===== config.mk =====
export PLATFORM = sky130hd
export DESIGN_NAME = beat_recorder
export DESIGN_NICKNAME = d
export VERILOG_FILES = /design/src/rtl/beat_recorder.sv
export SDC_FILE = /design/constraint.sdc
export NUM_CORES = 1
export LEC_CHECK = 0
export ABC_AREA = 1
export CAP_MARGIN = 20
export CORE_ASPECT_RATIO = 1.25
export CORE_MARGIN = 2
export CORE_UTILIZATION = 45
export DETAILED_ROUTE_END_ITERATION = 16
export PLACE_DENSITY = 0.64
export SLEW_MARGIN = 20
export SYNTH_ARGS = -nofsm -noshare
export SYNTH_HDL_FRONTEND = slang
export SYNTH_SLANG_ARGS = --single-unit

===== constraint.sdc =====
create_clock -name clk22 -period 7.1 [get_ports clk22]
set_clock_uncertainty 0.05 [all_clocks]
set_input_delay 1.42 -clock clk22 [delete_from_list [all_inputs] [get_ports clk22]]
set_output_delay 1.42 -clock clk22 [all_outputs]
set_load 0.02 [all_outputs]

===== src/rtl/beat_recorder.sv =====
// Live note recorder/looper on the beat clock: captures keyboard notes into a
// beat-indexed buffer and plays them back as a tone stream. Optional macro PLAY_LOOP_EN.
module beat_recorder #(
    parameter int DEPTH   = 256,
    parameter int AW      = 8,
    parameter int SILENCE = 50000000
) (
    input  logic          clk22,
    input  logic          rst,
    input  logic          rec_en,
    input  logic          play_en,
    input  logic [3:0]    note_in,
    output logic [3:0]    note_out,
    output logic [31:0]   tone,
    output logic [1:0]    state,
    output logic [AW-1:0] beat_idx,
    output logic [AW:0]   rec_len,
    output logic          full,
    output logic          play_done
);
    typedef enum logic [1:0] {
        ST_IDLE = 2'd0,
        ST_REC  = 2'd1,
        ST_PLAY = 2'd2
    } state_t;

    localparam logic [AW-1:0] LAST_SLOT = AW'(DEPTH - 1);
    localparam logic [AW:0]   FULL_LEN  = (AW + 1)'(DEPTH);

    state_t        r_state;
    logic          r_rec_m, r_rec_s, r_rec_p;
    logic          r_play_m, r_play_s, r_play_p;
    logic [3:0]    r_note_m, r_note_s;
    logic [AW-1:0] r_wr_ptr, r_rd_ptr;
    logic [AW:0]   r_rec_len;
    logic          r_full;
    logic          r_play_done;
    logic [3:0]    r_note_out;
    logic [3:0]    r_mem [DEPTH];

    logic          w_rec_rise, w_play_rise;
    logic [3:0]    w_note_c;
    logic          w_at_end;
    logic          w_mem_we;
    logic [AW-1:0] w_beat_idx;
    logic [31:0]   w_tone;

    // NOTE: every flop here is assigned with <= so all of them sample the
    // pre-edge values; a blocking = would let a later stage see this edge's update.
    always_ff @(posedge clk22 or posedge rst) begin
        if (rst) begin
            r_rec_m  <= 1'b0;
            r_rec_s  <= 1'b0;
            r_rec_p  <= 1'b0;
            r_play_m <= 1'b0;
            r_play_s <= 1'b0;
            r_play_p <= 1'b0;
            r_note_m <= '0;
            r_note_s <= '0;
        end else begin
            r_rec_m  <= rec_en;
            r_rec_s  <= r_rec_m;
            r_rec_p  <= r_rec_s;
            r_play_m <= play_en;
            r_play_s <= r_play_m;
            r_play_p <= r_play_s;
            r_note_m <= note_in;
            r_note_s <= r_note_m;
        end
    end

    assign w_rec_rise  = r_rec_s & ~r_rec_p;
    assign w_play_rise = r_play_s & ~r_play_p;
    assign w_note_c    = (r_note_s <= 4'd8) ? r_note_s : 4'd0;
    assign w_at_end    = ({1'b0, r_rd_ptr} == (r_rec_len - (AW + 1)'(1)));
    assign w_mem_we    = (r_state == ST_REC) && r_rec_s;

    // NOTE: the buffer is deliberately left out of reset; rec_len = 0 already
    // makes stale slots unreachable, and a reset-free array can map to RAM.
    always_ff @(posedge clk22) begin
        if (w_mem_we) begin
            r_mem[r_wr_ptr] <= w_note_c;
        end
    end

    always_ff @(posedge clk22 or posedge rst) begin
        if (rst) begin
            r_state     <= ST_IDLE;
            r_wr_ptr    <= '0;
            r_rd_ptr    <= '0;
            r_rec_len   <= '0;
            r_full      <= 1'b0;
            r_play_done <= 1'b0;
            r_note_out  <= '0;
        end else begin
            r_play_done <= 1'b0;
            case (r_state)
                ST_IDLE: begin
                    r_note_out <= '0;
                    if (w_rec_rise) begin
                        r_state  <= ST_REC;
                        r_wr_ptr <= '0;
                        r_full   <= 1'b0;
                    end else if (w_play_rise && (r_rec_len != '0)) begin
                        r_state  <= ST_PLAY;
                        r_rd_ptr <= '0;
                    end
                end
                ST_REC: begin
                    r_note_out <= w_note_c;
                    if (r_rec_s) begin
                        if (r_wr_ptr == LAST_SLOT) begin
                            r_rec_len <= FULL_LEN;
                            r_full    <= 1'b1;
                            r_state   <= ST_IDLE;
                        end else begin
                            r_wr_ptr <= r_wr_ptr + 1'b1;
                        end
                    end else begin
                        r_rec_len <= {1'b0, r_wr_ptr};
                        r_state   <= ST_IDLE;
                    end
                end
                ST_PLAY: begin
                    r_note_out  <= r_mem[r_rd_ptr];
                    r_play_done <= w_at_end;
                    if (w_rec_rise) begin
                        r_state  <= ST_REC;
                        r_wr_ptr <= '0;
                        r_full   <= 1'b0;
                    end else if (!r_play_s) begin
                        r_state <= ST_IDLE;
                    end else if (w_at_end) begin
`ifdef PLAY_LOOP_EN
                        r_rd_ptr <= '0;
`else
                        r_state <= ST_IDLE;
`endif
                    end else begin
                        r_rd_ptr <= r_rd_ptr + 1'b1;
                    end
                end
                default: r_state <= ST_IDLE;
            endcase
        end
    end

    always_comb begin
        case (r_state)
            ST_REC:  w_beat_idx = r_wr_ptr;
            ST_PLAY: w_beat_idx = r_rd_ptr;
            default: w_beat_idx = '0;
        endcase
    end

    // NOTE: the default arm covers every code so the LUT stays purely
    // combinational; a missing arm would infer a latch.
    always_comb begin
        case (r_note_out)
            4'd1:    w_tone = 32'd262;
            4'd2:    w_tone = 32'd294;
            4'd3:    w_tone = 32'd330;
            4'd4:    w_tone = 32'd349;
            4'd5:    w_tone = 32'd392;
            4'd6:    w_tone = 32'd440;
            4'd7:    w_tone = 32'd494;
            4'd8:    w_tone = 32'd523;
            default: w_tone = 32'(SILENCE);
        endcase
    end

    assign note_out  = r_note_out;
    assign tone      = w_tone;
    assign state     = r_state;
    assign beat_idx  = w_beat_idx;
    assign rec_len   = r_rec_len;
    assign full      = r_full;
    assign play_done = r_play_done;
endmodule


* After elaboration in Yosys (flattened, before gate mapping) *
Memory sizes are Yosys's and may differ from the RTL's.
Cells that the tools add are included.

operators by class
  muxes and demuxes = 30
  bitwise gates (word level) = 4
  equality and inequality tests = 17
  reductions and logical operators = 13
  $add $sub $neg = 3
  order comparisons = 1

operator list
  cell                   number
  $mux W8                8
  $pmux W8 S2            3
  $mux W9                2
  $add A8 B1 Y8 const B  2
  $mux W2                7
  $ne A2 B2 Y1 const B   7
  $pmux W4 S3            1
  $eq A8 B9 Y1           1
  $reduce_bool A9 Y1     1
  $sub A9 B1 Y9 const B  1
  $eq A8 B8 Y1 const B   1
  $reduce_and A4 Y1      2
  $mux W1                6
  $ne A2 B1 Y1 const B   3
  $pmux W2 S3            1
  $reduce_and A6 Y1      1
  $le A4 B4 Y1 const B   1
  $mux W4                1
  $ne A4 B4 Y1 const B   1
  $reduce_bool A2 Y1     2
  $ne A3 B2 Y1 const B   1
  $ne A3 B3 Y1 const B   1
  $reduce_and A3 Y1      1
  $reduce_bool A3 Y1     1
  9 further kinds        12

storage, ports and cells
  word-level logic and storage cells = 85
  bits in writable memories = 1,024
  register bits after elaboration = 47
  output and inout bits = 57
  ROM bits = 336
  memories = 2

memories
  name              depth  bits a word  read ports  clocked after Yosys merged registers in  wr ports  line  RTL
  r_mem             256    4            1           0                                        1         39    logic [3:0] r_mem [DEPTH];
  (name not given)  16     21           1           0                                        0         159   case (r_note_out)

* Longest topological paths before layout *
  word-level depth = 6
  depth in mapped cells = 21
  mapped depth without buffers = 18

* Worst setup path before layout *
OpenSTA, ideal clock, no wires.

  path type = flip-flop to flip-flop
  start point = register r_note_s[1]
  end point = memory r_mem[0][1], data pin
  path buffers = 0
  setup time = 1,416 ps
  period minus slack after synthesis = 7,835 ps
  setup slack = -735 ps
  data arrival time = 6,368 ps
  required time = 5,634 ps
  stages on the path, launching flop included = 3
  path through = dfrtp_1 > inv_1 > nor2_1

between the ends
  word-level cells in the longest chain between the ends = 2

RTL lines
  element                 line  RTL
  start, declared         33    logic [3:0] r_note_m, r_note_s;
  start signal, assigned  68    r_note_s <= r_note_m;
  $le A4 B4 Y1            74    assign w_note_c = (r_note_s <= 4'd8) ? r_note_s : 4'd0;
  $mux W4 *               74
  net w_note_c[1]         42    logic [3:0] w_note_c;
  end, declared           39

The timed path passes the listed nets; every way through them passes the cells marked *.

* Worst setup path after layout *
  start point = register r_note_out[0] (netlist: note_out[0])
  end point = output port tone[7]

between the ends
  word-level cells in the longest chain between the ends = 1

RTL lines
  element                 line  RTL
  start, declared         38    logic [3:0] r_note_out;
  start signal, assigned  110   r_note_out <= w_note_c;
  start signal, assigned  125   r_note_out <= r_mem[r_rd_ptr];
  $mem_v2 Z16 W21         -
  end, declared           14    output logic [31:0] tone,

No other way between the ends.

==> metrics.txt <==
DR vias 31236; synth top area cells edfxtp_1 66%, nand2_1 9.9%, nor2_1 5.8%; Cells after Synth approximately 4400; Post-DRT Antenna Nets 0; crit path max fanout 12; vias in the first global route around 31000; maximum vdd drop 0.221 mV; most common flop cell mapped by yosys edfxtp_1; first-pass GRT wire length 182000 µm; multi-input logic area 11900 µm²; CTS tree yes; unrepaired setup endpoints after global routing false; pre-CTS WS 3.19 ns; Worst Hold Class reg -> reg; antenna violations before repair 0; Ant. Diodes 0; # fillers 8998; nets@finish 4403; clock slew at reported path FFs 0.06 ns; Worst Path Required roughly 5.6 ns; Clock Sinks 1071; post-synthesis cell type count 38; final hold violations 0; status finished clean; WL final 121000 µm; Initial DRC Count 3140; Netlist Area Pre-Place 46300 µm²; Starting Density 45.3%; Data arrival, critical path 2.92 ns; Setup Buffers After CTS 0; hold_buf cts 0; Lkg Pwr 0.0200 µW; sequential element share of the synthesized area 68.9%; IO Pins 65; PortBufs 53; clock latency on the worst-skew pair 0.68 ns; top-area cell type share of the netlist area 66.4%; largest net degree at the start of global routing 199; core area 102000 µm²; number of iterations in the first detailed-routing pass 6; CP Launch Type flip-flop; GP Congestion 0.878; setup_tns 0 ns; die height approximately 360 µm; Critical Path Slowest Stage Cell clkdlybuf4s50_1; htree depth 3; Placed Cells 5607; Finished Layout Cells 5793; Seq. cell area between 30000 and 40000 µm²; Fmax 0.228 GHz; share of layout cells above drive strength 1 5.22%; CTS max path bufs 3; DRC 0; Setup WS post-layout around 2.7 ns; CP top delay family compound AO/OA/AOI/OAI gates; post-synthesis async set-or-reset flop share 4.39%; crit-path max cell delay 0.62 ns; CP Class reg -> out; Horiz. Die Dim 291 µm; critical path cell sequence inv_1, ha_1, a21oi_1, a31oi_1, o21bai_1, clkdlybuf4s50_1; top cell type by total area after synthesis edfxtp_1; gr usage total 22.7%; Post-DP HPWL 68100 µm; count of cells resized by post-cts repair 0; critical path endpoint category output pin; post-layout minimum cycle time 4.39 ns; Post-synth EDFFs 1024; syn avg cell area about 10 µm²; #FFs+latches synth 1071; slew margin rel. between 20 and 25%; synthesis-to-finish area growth 10.5%; DIE AREA between 100000 and 150000 µm²; slew of the pin with the lowest slew margin about 1.2 ns; Congestion Overflow GR 0; Root Driver clkbuf_16; final setup vio count 0; max-slew violation count 0; Routed WL per cell about 21 µm; period utilization 61.8%; TritonCTS buffer count 100; WP buf/inv 2; Yosys warning total 0; FP Rows between 100 and 150; max-cap violations 0; PwrDens approximately 320 nW/µm²; total power 16200 µW; Via density 5.39
power breakdown:
part	internal, µW	total, µW	switching, µW
clock network	3270	5590	2320
registers	6940	6980	40.3
logic	1050	3620	2570
total	11300	16200	4930
layer usage:
layer / GRT usage (%) / wire, µm
met5: 0 / 0
met4: 8.98 / 4400
met3: 2.88 / 7680
met2: 40.9 / 61700
met1: 27.8 / 47200
cell families after synthesis:
kind of cell	share of synthesized area, %
adder cells (fa/ha/maj)	0.405
buffers and inverters	5.48
flip-flops	68.9
AO/OA/AOI/OAI	4.17
AND/OR/NAND/NOR	20.7
other	0.00810
XOR/XNOR	0.322
layout make-up:
class,instances,share of cell area (%)
clock buffer,121,5.23
sequential,1071,62.4
tap,1330,3.25
timing repair buffer,100,1.95
clock inverter,64,1.45
multi-input combinational,2786,23.3
inverter,321,2.38
synth_stat cells, types with 2 or more instances:
| cell | number |
|---|---|
| nand2_1 | 1220 |
| edfxtp_1 | 1024 |
| nor2_1 | 714 |
| nand3_1 | 399 |
| inv_1 | 310 |
| o21ai_0 | 231 |
| buf_2 | 122 |
| clkbuf_1 | 106 |
| a21oi_1 | 56 |
| dfrtp_1 | 47 |
| o211ai_1 | 35 |
| buf_4 | 27 |
| o21ai_1 | 25 |
| buf_1 | 18 |
| nand4_1 | 17 |
| ha_1 | 15 |
| xor2_1 | 13 |
| and3_1 | 8 |
| inv_2 | 7 |
| nor3_1 | 7 |
| buf_6 | 5 |
| nand2_2 | 5 |
| o31ai_1 | 5 |
| clkinv_1 | 4 |
| nor3b_1 | 4 |
| o22ai_1 | 4 |
| xnor2_1 | 4 |
| a31oi_1 | 2 |
| nor2_2 | 2 |
| nor3_2 | 2 |
layout by cell type, fill, tap and decap left out, types with 3 or more instances in the layout:
master              n
nand2_1          1220
clkinvlp_4          3
xor2_1             13
xnor2_1             4
nand2_2             5
inv_6               4
edfxtp_1         1024
clkinv_1           19
o22ai_1             4
dfrtp_1            44
clkbuf_16         104
nor2_4              5
clkinv_2           24
o21ai_1            25
buf_12              9
inv_2               7
o31ai_1             5
clkbuf_1           16
nand3_1           395
ha_1               15
nor2_1            711
conb_1             11
buf_4              38
inv_1             308
nand4_1            17
o21ai_0           231
a21oi_1            56
bufinv_16          16
clkdlybuf4s50_1    53
o211ai_1           35
nand3_2             4
nor3_1              7
nor3b_1             4
and3_1              7
registers in the layout, indices dropped and copies added (netlist names):
name and flops:
r_note_s 4, r_rec_p 1, r_wr_ptr 8, r_mem 1024
r_rd_ptr 8, play_done 1, r_rec_s 1, rec_len 9
r_play_s 1, note_out 4, full 1, r_note_m 4
r_play_p 1, r_play_m 1, r_rec_m 1, state 2
worst paths after layout:
check | start | cells after the start | end | slack [ns]
setup / recovery | note_out[0] | 6 | tone[7] | 2.71
max in group asynchronous | rst | 3 | r_rd_ptr[0] | 5.32
hold / removal | r_note_m[1] | 0 | r_note_s[1] | 0.29
hold reg to reg | r_note_m[1] | 0 | r_note_s[1] | 0.29
setup reg to reg | r_rd_ptr[3] | 15 | note_out[0] | 3.09
min in group asynchronous | rst | 3 | r_note_s[0] | 1.17
metrics by stage:
stage                     area, µm²  util, %  hold WS [ns]
final                         51200     50.1         0.295
after global routing          51200     50.1         0.302
after CTS                     51100     50.1         0.295
after detailed placement      47700     46.7         0.285
after global placement        47700     46.7         0.282
after floorplan               46400        -         0.281
Note: power is estimated with default switching activity, not from simulation.
